===== src/rtl/uart_tx.sv =====
// rtl/uart_tx.sv - UART transmitter draining a first-word-fall-through TX FIFO
//
// Sends 8N1 or 8N2 frames (start 0, data LSB first, STOP_BITS stop bits of 1).
// A byte is popped whenever the transmitter is idle, or finishing its last stop
// bit, and the FIFO is non-empty. Consecutive frames are sent with no idle gap.
//
// Ports:
//   CLK_I        clock, rising edge
//   RST_I        synchronous active-high reset
//   FIFO_EMPTY_I upstream FIFO has no data
//   FIFO_DATA_I  FIFO head word, valid while FIFO_EMPTY_I is low
//   FIFO_RE_O    one-cycle pop strobe (combinational)
//   TX_O         serial line, idle high (registered)
//   BUSY_O       a frame is on the line (registered)
//   DONE_O       one-cycle pulse in the first cycle after a frame ends
module uart_tx #(
  parameter int CLKS_PER_BIT = 868,
  parameter int STOP_BITS    = 1
) (
  input  logic       CLK_I,
  input  logic       RST_I,
  input  logic       FIFO_EMPTY_I,
  input  logic [7:0] FIFO_DATA_I,
  output logic       FIFO_RE_O,
  output logic       TX_O,
  output logic       BUSY_O,
  output logic       DONE_O
);

  localparam int CNT_W = $clog2(CLKS_PER_BIT);
  localparam logic [CNT_W-1:0] CNT_LAST = CNT_W'(CLKS_PER_BIT - 1);
  localparam logic [CNT_W-1:0] CNT_ONE  = CNT_W'(1);
  localparam logic [2:0]       STOP_LAST = 3'(STOP_BITS - 1);

  typedef enum logic [1:0] {IDLE, START, DATA, STOP} state_t;

  state_t           state, state_d;
  logic [CNT_W-1:0] cnt, cnt_d;
  logic [2:0]       bit_idx, bit_idx_d;
  logic [7:0]       shift, shift_d;
  logic             tx_q, tx_d;
  logic             busy_q, busy_d;
  logic             done_q, done_d;
  logic             cnt_last;
  logic             load;

  assign cnt_last = (cnt == CNT_LAST);

  always_comb begin
    state_d   = state;
    cnt_d     = cnt + CNT_ONE;
    bit_idx_d = bit_idx;
    shift_d   = shift;
    tx_d      = tx_q;
    busy_d    = busy_q;
    done_d    = 1'b0;
    load      = 1'b0;

    case (state)
      IDLE: begin
        cnt_d  = '0;
        tx_d   = 1'b1;
        busy_d = 1'b0;
        if (!FIFO_EMPTY_I) load = 1'b1;
      end
      START: begin
        if (cnt_last) begin
          state_d   = DATA;
          cnt_d     = '0;
          bit_idx_d = '0;
          tx_d      = shift[0];
        end
      end
      DATA: begin
        if (cnt_last) begin
          cnt_d = '0;
          if (bit_idx == 3'd7) begin
            state_d   = STOP;
            bit_idx_d = '0;
            tx_d      = 1'b1;
          end else begin
            // The register shifts right each bit, so the next bit to send is
            // always at position 1 just before the shift takes effect.
            bit_idx_d = bit_idx + 3'd1;
            shift_d   = {1'b0, shift[7:1]};
            tx_d      = shift[1];
          end
        end
      end
      STOP: begin
        if (cnt_last) begin
          cnt_d = '0;
          if (bit_idx == STOP_LAST) begin
            done_d    = 1'b1;
            bit_idx_d = '0;
            if (!FIFO_EMPTY_I) begin
              load = 1'b1;
            end else begin
              state_d = IDLE;
              tx_d    = 1'b1;
              busy_d  = 1'b0;
            end
          end else begin
            bit_idx_d = bit_idx + 3'd1;
          end
        end
      end
      default: state_d = IDLE;
    endcase

    // Loading a byte overrides everything above: straight into the start bit.
    if (load) begin
      state_d   = START;
      shift_d   = FIFO_DATA_I;
      cnt_d     = '0;
      bit_idx_d = '0;
      tx_d      = 1'b0;
      busy_d    = 1'b1;
    end

    FIFO_RE_O = load & ~RST_I;
  end

  always_ff @(posedge CLK_I) begin
    if (RST_I) begin
      state   <= IDLE;
      cnt     <= '0;
      bit_idx <= '0;
      shift   <= '0;
      tx_q    <= 1'b1;
      busy_q  <= 1'b0;
      done_q  <= 1'b0;
    end else begin
      state   <= state_d;
      cnt     <= cnt_d;
      bit_idx <= bit_idx_d;
      shift   <= shift_d;
      tx_q    <= tx_d;
      busy_q  <= busy_d;
      done_q  <= done_d;
    end
  end

  assign TX_O   = tx_q;
  assign BUSY_O = busy_q;
  assign DONE_O = done_q;

endmodule


===== config.mk =====
export PLATFORM = sky130hd
export DESIGN_NAME = uart_tx
export DESIGN_NICKNAME = d
export VERILOG_FILES = /design/src/rtl/uart_tx.sv
export SDC_FILE = /design/constraint.sdc
export NUM_CORES = 1
export LEC_CHECK = 0
export ABC_AREA = 1
export CAP_MARGIN = 25
export CORE_UTILIZATION = 40
export CTS_CLUSTER_DIAMETER = 120
export DETAILED_ROUTE_END_ITERATION = 7
export PLACE_DENSITY = 0.63
export SYNTH_ARGS = -nofsm -noshare
export SYNTH_HDL_FRONTEND = slang
export SYNTH_SLANG_ARGS = --single-unit

===== constraint.sdc =====
create_clock -name CLK_I -period 1.5 [get_ports CLK_I]
set_input_delay 0.375 -clock CLK_I [delete_from_list [all_inputs] [get_ports CLK_I]]
set_output_delay 0.375 -clock CLK_I [all_outputs]
set_load 0.01 [all_outputs]

==> metrics.md, run 1 <==
| Metric | Value |
|---|---|
| Hold Fails Final Rpt | `0` |
| Layout cells sized above 1 | `0.386` |
| Vias | `approximately 1600` |
| Dpl cell area | `1950 um2` |
| Most common library cells after synthesis | `nand2_1, dfxtp_1, inv_1` |
| Die Wd | `61.6 um` |
| Slew margin rel. | `0.786` |
| Met2 wire len | `2.19 mm` |
| Worst Slack Setup Final | `-525 ps` |
| Clock latency on the worst-skew pair | `330 ps` |
| Chip height | `between 60 and 70 um` |
| CP startpoint kind | `register` |
| Port buffer count | `14` |
| Maximum vdd drop | `0.780 mV` |
| Fin crit share | `1.35` |
| Clock slew at reported path FFs | `160 ps` |
| CTS HTree Levels | `1` |
| WL met1 | `1.74 mm` |
| Num ports | `15` |
| Minimum clock period | `2020 ps` |
| Syn Nets | `215` |
| Core Box Area | `~3400 um2` |
| Worst Hold Class | `register to register` |
| Hold_sp | `shift[7]` |
| Largest net degree at the start of global routing | `16` |
| Required time worst endpoint | `between 1000 and 1500 ps` |
| Post-DP HPWL | `2.63 mm` |
| CTS tree | `yes` |
| Net count, final | `285` |
| Antenna-violating nets left | `0` |
| Seq cells post-synth | `26` |
| Sequential share of the synthesized area | `0.367` |
| Site Rows | `21` |
| Main synth FF type | `dfxtp_1` |
| Power Density | `1800 nW/um2` |
| Routability cong. | `0.836` |
| Overall routed net length | `4.21 mm` |
| Grt ovf | `0` |
| CTS Buf Count | `3` |
| Mapped Cells | `~200` |
| Most common cell in the netlist | `nand2_1` |
| Root buf cell | `clkbuf_4` |
| Initial antenna violation count | `0` |
| Leak | `1.04 nW` |
| Post-synth EDFFs | `0` |
| Status | `complete, but fails checks` |
| Clock sinks | `26` |
| Area contributors post-synth | `dfxtp_1, nand2_1, ha_1` |
| Final Max Tran Viols | `0` |
| Yosys cell types | `26` |
| Critical path class | `register to output port` |
| Worst slew pin tran | `approximately 320 ps` |
| Vias in the first global route | `1507` |
| Die area | `3790 um2` |
| Clock Skew | `12.5 ps` |
| Syn Std Cell Area | `1420 um2` |
| Crit path DAT | `1650 ps` |
| Starting DRT DRC Count | `70` |
| Vias per inst | `5.07` |
| Maxcap violations | `0` |
| Wire length on met3 | `167 um` |
| Fraction of registers with async set/reset | `0` |
| Leading area contributor after synthesis | `dfxtp_1` |
| Layout filler cell count | `282` |
| Worst-path maximum fanout | `2` |
| Hold Buf Count CTS | `0` |
| Crit. End Element | `output port` |
| Final Cell Area | `2350 um2` |
| Starting Density | `0.422` |
| Highest Signal Layer | `met4` |
| WL per Instance | `13.6 um` |
| Final setup fails | `26` |
| Avg Cell Area, Syn | `a little over 7 um2` |
| DRT Pass-1 Iters | `4` |
| Place WS | `-579 ps` |
| Tot Pwr | `4.23 mW` |
| Fmax | `494 MHz` |
| Clk buf depth | `2` |
| Unrepaired setup endpoints after global routing | `true` |
| Top cell type's share of synthesized area | `0.367` |
| # diodes | `0` |
| Residual DRC | `0` |
| First-pass GRT wire length | `6.22 mm` |
| Total track usage | `0.222` |
| Setup TNS | `-5510 ps` |
| Synth warn | `0` |
| Worst Setup SP | `cnt[0]` |
| Failing checks | `setup timing` |
| WHS | `between 400 and 500 ps` |
| Launching point of the worst reg2reg path | `cnt[0]` |
| Synthesis-to-layout area growth | `65.6%` |
==> final timing paths <==
path	end	slack, ps	depth (start not counted)
hold reg to reg	shift[7]	470	2
hold / removal	shift[7]	470	2
setup / recovery	FIFO_RE_O	-520	10
setup reg to reg	state[0]	-260	13
==> routing by layer <==
metal  up-vias  global-route usage
met3        13              0.0252
met4         0               0.130
met1       734               0.273
met2        47               0.373
li1        779                   -
met5         -                   0
==> through the flow <==
stage,instances,util
CTS,302,0.652
detailed placement,292,0.578
floorplan,195,-
finish,310,0.699
global route,310,0.699
global placement,292,0.578
==> logic make-up (layout without fill, tap and decap cells) <==
group / after synthesis / after routing / share of synthesized area
AOI/OAI and AO/OA: 19 / 19 / 0.0705
xor gates and xnor gates: 6 / 6 / 0.0370
adders and majority gates: 9 / 9 / 0.0794
buffers and inverters: 28 / 96 / 0.0794
DFF: 26 / 26 / 0.367
and+or+nand+nor: 107 / 108 / 0.367
==> timing repair <==
action | CTS | global route
cloned | 3 | 1
buffers inserted | 4 | 7
pin swaps | 9 | 7
gates resized for setup | 34 | 18
endpoints found under the setup margin | 29 | 26
endpoints found under the hold margin | 0 | 0
==> flip-flops by register name (all words and copies together), names as in the netlist <==
register  flops
bit_idx       3
state         2
TX_O          1
DONE_O        1
shift         8
BUSY_O        1
cnt          10
==> cell usage in the layout (no fill, tap or decap), types with 2 or more instances in the layout <==
cell type and n:
a21oi_1 6, a21oi_2 4, buf_12 2, buf_4 46, buf_6 2, clkbuf_4 3
clkdlybuf4s50_1 10, dfxtp_1 21, dfxtp_2 5, dlygate4sd2_1 3, ha_1 4, ha_2 2
ha_4 3, inv_1 23, inv_2 2, nand2_1 35, nand2_2 3, nand2_4 3
nand2_8 2, nand3_1 19, nand3_2 3, nand3_4 2, nand4_1 5, nand4_4 2
nor2_1 18, nor2_2 4, nor2_4 5, nor3_1 3, nor3_2 2, o21ai_0 4
o21ai_1 3, xnor2_1 2, xor2_1 4
==> critical path, cell delays in order, from the launching register on <==
cell,delay [ps]
dfxtp_2,390
ha_4,140
inv_2,30
nor2_1,70
nand2_1,90
nor2_4,130
nand3_4,100
nand2_4,110
nand2_8,60
nor2_4,90
buf_6,110
==> report_power, final <==
part	internal [mW]	switching, mW	total [mW]
sequential	0.858	0.0951	0.954
combinational	1.40	1.37	2.78
clock	0.270	0.223	0.494
==> area by class of cell <==
cell class | instances | area [um2] | share of cell area
sequential | 26 | 527 | 0.224
inverter | 26 | 100 | 0.0426
clock inverter | 1 | 30.0 | 0.0128
clock buffer | 3 | 22.5 | 0.00958
timing repair buffer | 66 | 619 | 0.264
multi-input combinational | 142 | 993 | 0.423
tap | 46 | 57.6 | 0.0245
Note: power is estimated with default switching activity, not from simulation.
==> inputs of run 2 (changes only) <==
Settings changed: CORE_UTILIZATION 40 to 45, CTS_CLUSTER_DIAMETER 120 to 150, PLACE_DENSITY 0.63 to 0.69.
==> run 2 against run 1 <==
  * The run still ends with setup timing left
  * Total power fell by 6.0%
  * First-iteration DRC count rose to 2.6 times the previous value
  * Via count down 0.95%
  * Wire length down 3.5%
  * Clock skew decreased by 3.8 ps
  * Design area decreased by 2.7%
  * Maximum frequency fell by 2.3%
  * Critical path type unchanged
  * Critical endpoint unchanged
  * Largest cell class unchanged
==> metrics.md, run 2 (same netlist as run 1, synthesis figures left out) <==
| Metric | Value |
|---|---|
| Cell family with most CP delay | `simple AND/OR/NAND/NOR gates (unchanged)` |
| Failing checks | `setup timing (unchanged)` |
| Power Density | `1740 nW/um2 (was 1800 nW/um2)` |
| Fmax | `483 MHz (was 494 MHz)` |
| CTS HTree Levels | `1 (unchanged)` |
| Clock Skew | `8.68 ps (was 12.5 ps)` |
| Residual DRC | `0 (unchanged)` |
| Net count, final | `279 (was 285)` |
| Crit path DAT | `1700 ps (was 1650 ps)` |
| Worst Hold Class | `register to register (unchanged)` |
| Fin crit share | `1.38 (was 1.35)` |
| Final setup fails | `26 (unchanged)` |
| Hold Fails Final Rpt | `0 (unchanged)` |
| Root buf cell | `clkbuf_4 (unchanged)` |
| Clock sinks | `26 (unchanged)` |
| Buf+Inv Stages, Crit Path | `2 (unchanged)` |
| Antenna-violating nets left | `0 (unchanged)` |
| Total track usage | `0.245 (was 0.222)` |
| Clock slew at reported path FFs | `150 ps (was 160 ps)` |
| Maxcap violations | `0 (unchanged)` |
| Layout cells sized above 1 | `0.368 (was 0.386)` |
| Chip height | `58.2 um (was 61.6 um)` |
| CTS Buf Count | `3 (unchanged)` |
| Starting DRT DRC Count | `185 (was 70)` |
| Maximum vdd drop | `0.807 mV (was 0.780 mV)` |
| Footprint of the multi-input gates | `1010 um2 (was 993 um2)` |
| Overall routed net length | `4.07 mm (was 4.21 mm)` |
| Largest net degree at the start of global routing | `16 (unchanged)` |
| Crit path cell chain | `inv_1, ha_1, nand2_1, nor2_1, nand3_4, nand2_4, nand2_8, nor2_4, buf_6 (was ha_4, inv_2, nor2_1, nand2_1, nor2_4, nand3_4, nand2_4, nand2_8, nor2_4, buf_6)` |
| DRT Pass-1 Iters | `4 (unchanged)` |
| Largest stage delay on the critical path | `350 ps (was 390 ps)` |
| Final Cell Area | `2290 um2 (was 2350 um2)` |
| Initial antenna violation count | `0 (unchanged)` |
| Most frequent cells in the layout | `buf_4, nand2_1, dfxtp_1, inv_1, nand3_1 (was buf_4, nand2_1, inv_1, dfxtp_1, nand3_1)` |
| Commonest non-fill, non-tap cell in the layout | `buf_4 (unchanged)` |
| CTS tree | `yes (unchanged)` |
| Leak | `1.01 nW (was 1.04 nW)` |
| Dpl cell area | `1890 um2 (was 1950 um2)` |
| Status | `complete, but fails checks (unchanged)` |
| Minimum clock period | `2070 ps (was 2020 ps)` |
| Reg area | `527 um2 (unchanged)` |
| Die Wd | `58.2 um (was 61.6 um)` |
| Crit. End Element | `output port (unchanged)` |
| Required time worst endpoint | `1120 ps (about the same)` |
| Layout filler cell count | `187 (was 282)` |
| Num ports | `15 (unchanged)` |
| Post-DP HPWL | `2.42 mm (was 2.63 mm)` |
| Routability cong. | `0.911 (was 0.836)` |
| Slew margin rel. | `0.755 (was 0.786)` |
| CP startpoint kind | `register (unchanged)` |
| Critical path class | `register to output port (unchanged)` |
| Grt ovf | `0 (unchanged)` |
| # diodes | `0 (unchanged)` |
| Core Box Area | `3030 um2 (was 3360 um2)` |
| Hold Buf Count CTS | `0 (unchanged)` |
| Worst-path maximum fanout | `2 (unchanged)` |
| Vias per inst | `5.16 (was 5.07)` |
| First-pass GRT wire length | `6.35 mm (was 6.22 mm)` |
| Max reg flops | `10 (unchanged)` |
| Worst slew pin tran | `364 ps (was 319 ps)` |
| Worst Slack Setup Final | `-572 ps (was -525 ps)` |
| Largest Register | `cnt (unchanged)` |
| Clk buf depth | `2 (unchanged)` |
| Vias | `1558 (was 1573)` |
| WHS | `482 ps (was 472 ps)` |
| Final Max Tran Viols | `0 (unchanged)` |
| Biggest regs | `cnt x10, shift x8, bit_idx x3 (unchanged)` |
| Slowest CP cell | `dfxtp_2 (unchanged)` |
| Synthesis-to-layout area growth | `61.2% (was 65.6%)` |
| Port buffer count | `14 (unchanged)` |
| WL per Instance | `13.5 um (was 13.6 um)` |
| Clock latency on the worst-skew pair | `340 ps (was 330 ps)` |
| Site Rows | `20 (was 21)` |
| Vias in the first global route | `1471 (was 1507)` |
| Die area | `3380 um2 (was 3790 um2)` |
| Unrepaired setup endpoints after global routing | `true (unchanged)` |
| Starting Density | `0.469 (was 0.422)` |
-- run 2: per-stage QoR --
step,util,TNS [ps],instances,power [mW],setup WS [ps]
final,0.755,-7800,302,3.97,-572
after global routing,0.755,-10320,302,4.24,-668
after CTS,0.712,-5210,295,3.74,-483
after detailed placement,0.624,-6400,283,2.68,-580
after global placement,0.624,-5540,283,2.60,-560
after floorplan,-,-106,195,2.08,-82.7
-- run 2: worst paths after layout --
kind              cells after the start  slack, ps         to  startpoint
setup / recovery                      9       -570  FIFO_RE_O  bit_idx[0]
hold / removal                        2        480   shift[2]    shift[2]
setup reg to reg                     13       -380   shift[4]  bit_idx[0]
hold reg to reg                       2        480   shift[2]    shift[2]
-- run 2: tightest hold or removal path, cell delays in order (launching register included) --
cell and delay (ps):
dfxtp_1 340, nand2_1 60, a21oi_1 60
-- run 2: cell type report --
type	instances	area share
inverters	26	0.0438
clock inverters	1	0.0131
clock buffers	3	0.00985
multi-input cells	142	0.441
repair buffers	60	0.238
flip-flops and latches	26	0.230
well taps	44	0.0241
-- run 2: timing repair --
action,CTS,global route
gates resized for setup,36,21
gates cloned,3,0
setup buffers,5,7
pin swaps,8,9
setup endpoints to repair,29,26
-- run 2: layer usage --
metal,GRT usage,part of all wire
met1,0.286,0.40
met2,0.452,0.52
met3,0.0201,0.044
met4,0.109,0.032
met5,0,0
-- run 2: where the power goes --
group          switching [mW]  internal, mW  leakage (nW)
Clock                   0.227         0.271        0.0279
Sequential              0.112         0.860         0.214
Combinational            1.29          1.21         0.765
Total                    1.63          2.34          1.01
==> inputs of run 3 (changes only) <==
Settings changed: CORE_UTILIZATION 45 to 41, PLACE_DENSITY 0.69 to 0.64.
==> run 3 against run 2 <==
  * The run still ends with setup timing left
  * Wire length up 1.5%
  * Critical path depth grew 1
  * Utilization rose by 2.1 points
  * Setup slack improved by 50 ps
  * Worst hold slack gained 14 ps
==> metrics.md, run 3 (same netlist as run 1, synthesis figures left out) <==
| Metric | Value |
|---|---|
| Power Density | `1850 nW/um2 (was 1740 nW/um2)` |
| Total track usage | `0.239 (was 0.245)` |
| Routability cong. | `0.867 (was 0.911)` |
| CP dominant cell by count | `nor2_4` |
| Vias | `1544 (was 1558)` |
| Clock slew at reported path FFs | `160 ps (was 150 ps)` |
| Maximum vdd drop | `1.53 mV (was 0.807 mV)` |
| Net count, final | `286 (was 279)` |
| Starting DRT DRC Count | `87 (was 185)` |
| Failing checks | `setup timing (unchanged)` |
| Initial antenna violation count | `0 (unchanged)` |
| Die Wd | `60.8 um (was 58.2 um)` |
| Hold Fails Final Rpt | `0 (unchanged)` |
| DRT Pass-1 Iters | `4 (unchanged)` |
| Grt ovf | `0 (unchanged)` |
| CTS HTree Levels | `1 (unchanged)` |
| Fmax | `495 MHz (was 483 MHz)` |
| Crit path DAT | `1650 ps (was 1700 ps)` |
| Die area | `3700 um2 (was 3380 um2)` |
| Hold Buf Count CTS | `0 (unchanged)` |
| Synthesis-to-layout area growth | `74.0% (was 61.2%)` |
| Port buffer count | `14 (unchanged)` |
| Vias in the first global route | `1427 (was 1471)` |
| Chip height | `60.8 um (was 58.2 um)` |
| Leak | `1.07 nW (was 1.01 nW)` |
| Fin crit share | `1.35 (was 1.38)` |
| Worst Hold Class | `register to register (unchanged)` |
| Most frequent cells in the layout | `buf_4, nand2_1, inv_1, dfxtp_1, nand3_1 (was buf_4, nand2_1, dfxtp_1, inv_1, nand3_1)` |
| Biggest regs | `cnt x10, shift x8, bit_idx x3 (unchanged)` |
| R2r worst-path depth | `13 (unchanged)` |
| Required time worst endpoint | `1120 ps (about the same)` |
| Slowest CP cell | `dfxtp_2 (unchanged)` |
| WL per Instance | `13.4 um (was 13.5 um)` |
| Max reg flops | `10 (unchanged)` |
| Largest Register | `cnt (unchanged)` |
| Finished Layout Cells | `309 (was 302)` |
| Clock Skew | `6.36 ps (was 8.68 ps)` |
| Starting Density | `0.446 (was 0.469)` |
| Overall routed net length | `4.13 mm (was 4.07 mm)` |
| Post-DP HPWL | `2.54 mm (was 2.42 mm)` |
| Root buf cell | `clkbuf_4 (unchanged)` |
| Crit path cell chain | `ha_4, inv_2, nor2_1, nand2_1, nor2_4, nand3_2, nand2_4, nand2_8, nor2_4, buf_6 (was inv_1, ha_1, nand2_1, nor2_1, nand3_4, nand2_4, nand2_8, nor2_4, buf_6)` |
| Minimum clock period | `2020 ps (was 2070 ps)` |
| Vias per inst | `5.00 (was 5.16)` |
| Layout cells sized above 1 | `0.464 (was 0.368)` |
| Largest net degree at the start of global routing | `16 (unchanged)` |
| Hold_sp | `state[1] (was shift[2])` |
| Slew margin rel. | `0.792 (was 0.755)` |
| Worst-path maximum fanout | `2 (unchanged)` |
| CP startpoint kind | `register (unchanged)` |
| Clk buf depth | `2 (unchanged)` |
| CTS tree | `yes (unchanged)` |
| Commonest non-fill, non-tap cell in the layout | `buf_4 (unchanged)` |
| First-pass GRT wire length | `6.41 mm (was 6.35 mm)` |
| Clock sinks | `26 (unchanged)` |
| Final Cell Area | `2470 um2 (was 2290 um2)` |
| Core Box Area | `3180 um2 (was 3030 um2)` |
| Residual DRC | `0 (unchanged)` |
| Largest stage delay on the critical path | `390 ps (was 350 ps)` |
| Site Rows | `20 (unchanged)` |
| Reg2reg setup slack | `-320 ps (was -380 ps)` |
| # diodes | `0 (unchanged)` |
| Hold depth | `2 (unchanged)` |
| Final Max Tran Viols | `0 (unchanged)` |
| Launching point of the worst reg2reg path | `cnt[0] (was bit_idx[0])` |
| Final setup fails | `26 (unchanged)` |
| Clock latency on the worst-skew pair | `350 ps (was 340 ps)` |
| Critical path class | `register to output port (unchanged)` |
| Maxcap violations | `0 (unchanged)` |
| Dpl cell area | `1950 um2 (was 1890 um2)` |
| CTS Buf Count | `3 (unchanged)` |
| Antenna-violating nets left | `0 (unchanged)` |
| Worst Slack Setup Final | `-521 ps (was -572 ps)` |
| Num ports | `15 (unchanged)` |
| Crit. End Element | `output port (unchanged)` |
| Worst slew pin tran | `310 ps (was 364 ps)` |
| Reg-to-Reg End | `shift[4] (unchanged)` |
| Placed Cells | `291 (was 283)` |
| WHS Endpoint | `state[1] (was shift[2])` |
| Unrepaired setup endpoints after global routing | `true (unchanged)` |
| Status | `complete, but fails checks (unchanged)` |
## run 3: what timing repair did
| item | in CTS | in global routing |
|---|---|---|
| gates cloned | 4 | 0 |
| pin swaps | 15 | 7 |
| resized for setup | 58 | 27 |
| endpoints found under the setup margin | 29 | 26 |
| setup buffers | 8 | 5 |
## run 3: through the flow
step | hold WS (ps) | utilization | setup slack (ps) | setup TNS, ps | total power [mW]
6_report | 495 | 0.777 | -521 | -5870 | 4.57
3_5_place_dp | 468 | 0.614 | -572 | -5850 | 2.81
4_1_cts | 490 | 0.733 | -493 | -7360 | 4.15
2_1_floorplan | 428 | - | -82.7 | -106 | 2.08
5_1_grt | 515 | 0.777 | -654 | -9370 | 4.86
3_3_place_gp | 455 | 0.614 | -568 | -5290 | 2.75
## run 3: critical path: cells and delay by family, from the launching register on
kind,cells,cell delay (ps)
flip-flops,1,390
AND/OR/NAND/NOR,7,630
buffers and inverters,2,130
adder cells (fa/ha/maj),1,140
## run 3: how the worst max path moves through the flow
stage | start | to | slack, ps | depth (start not counted)
6_report | cnt[0] | FIFO_RE_O | -520 | 10
4_1_cts | cnt[0] | FIFO_RE_O | -490 | 10
3_3_place_gp | FIFO_EMPTY_I | FIFO_RE_O | -570 | 5
2_1_floorplan | cnt[0] | FIFO_RE_O | -80 | 9
3_5_place_dp | FIFO_EMPTY_I | FIFO_RE_O | -570 | 5
5_1_grt | cnt[0] | FIFO_RE_O | -650 | 10
## run 3: where the power goes
| group | switching (mW) | total (mW) | internal (mW) |
|---|---|---|---|
| clock network | 0.250 | 0.521 | 0.271 |
| registers | 0.108 | 0.970 | 0.862 |
| logic | 1.49 | 3.08 | 1.59 |
## run 3: layout make-up
type,instances,area (um2)
Clock buffer,3,22.5
Clock inverter,1,30.0
Fill cell,225,709
Inverter,26,97.6
Multi-Input combinational cell,141,1080
Sequential cell,26,528
Tap cell,44,55.1
Timing Repair Buffer,68,652
## run 3: per-layer routing
layer	routed length, um	up-vias	track usage
li1	-	774	-
met1	1820	726	0.316
met2	2060	33	0.370
met3	134	11	0.0469
met4	118	0	0.117
met5	0	-	0
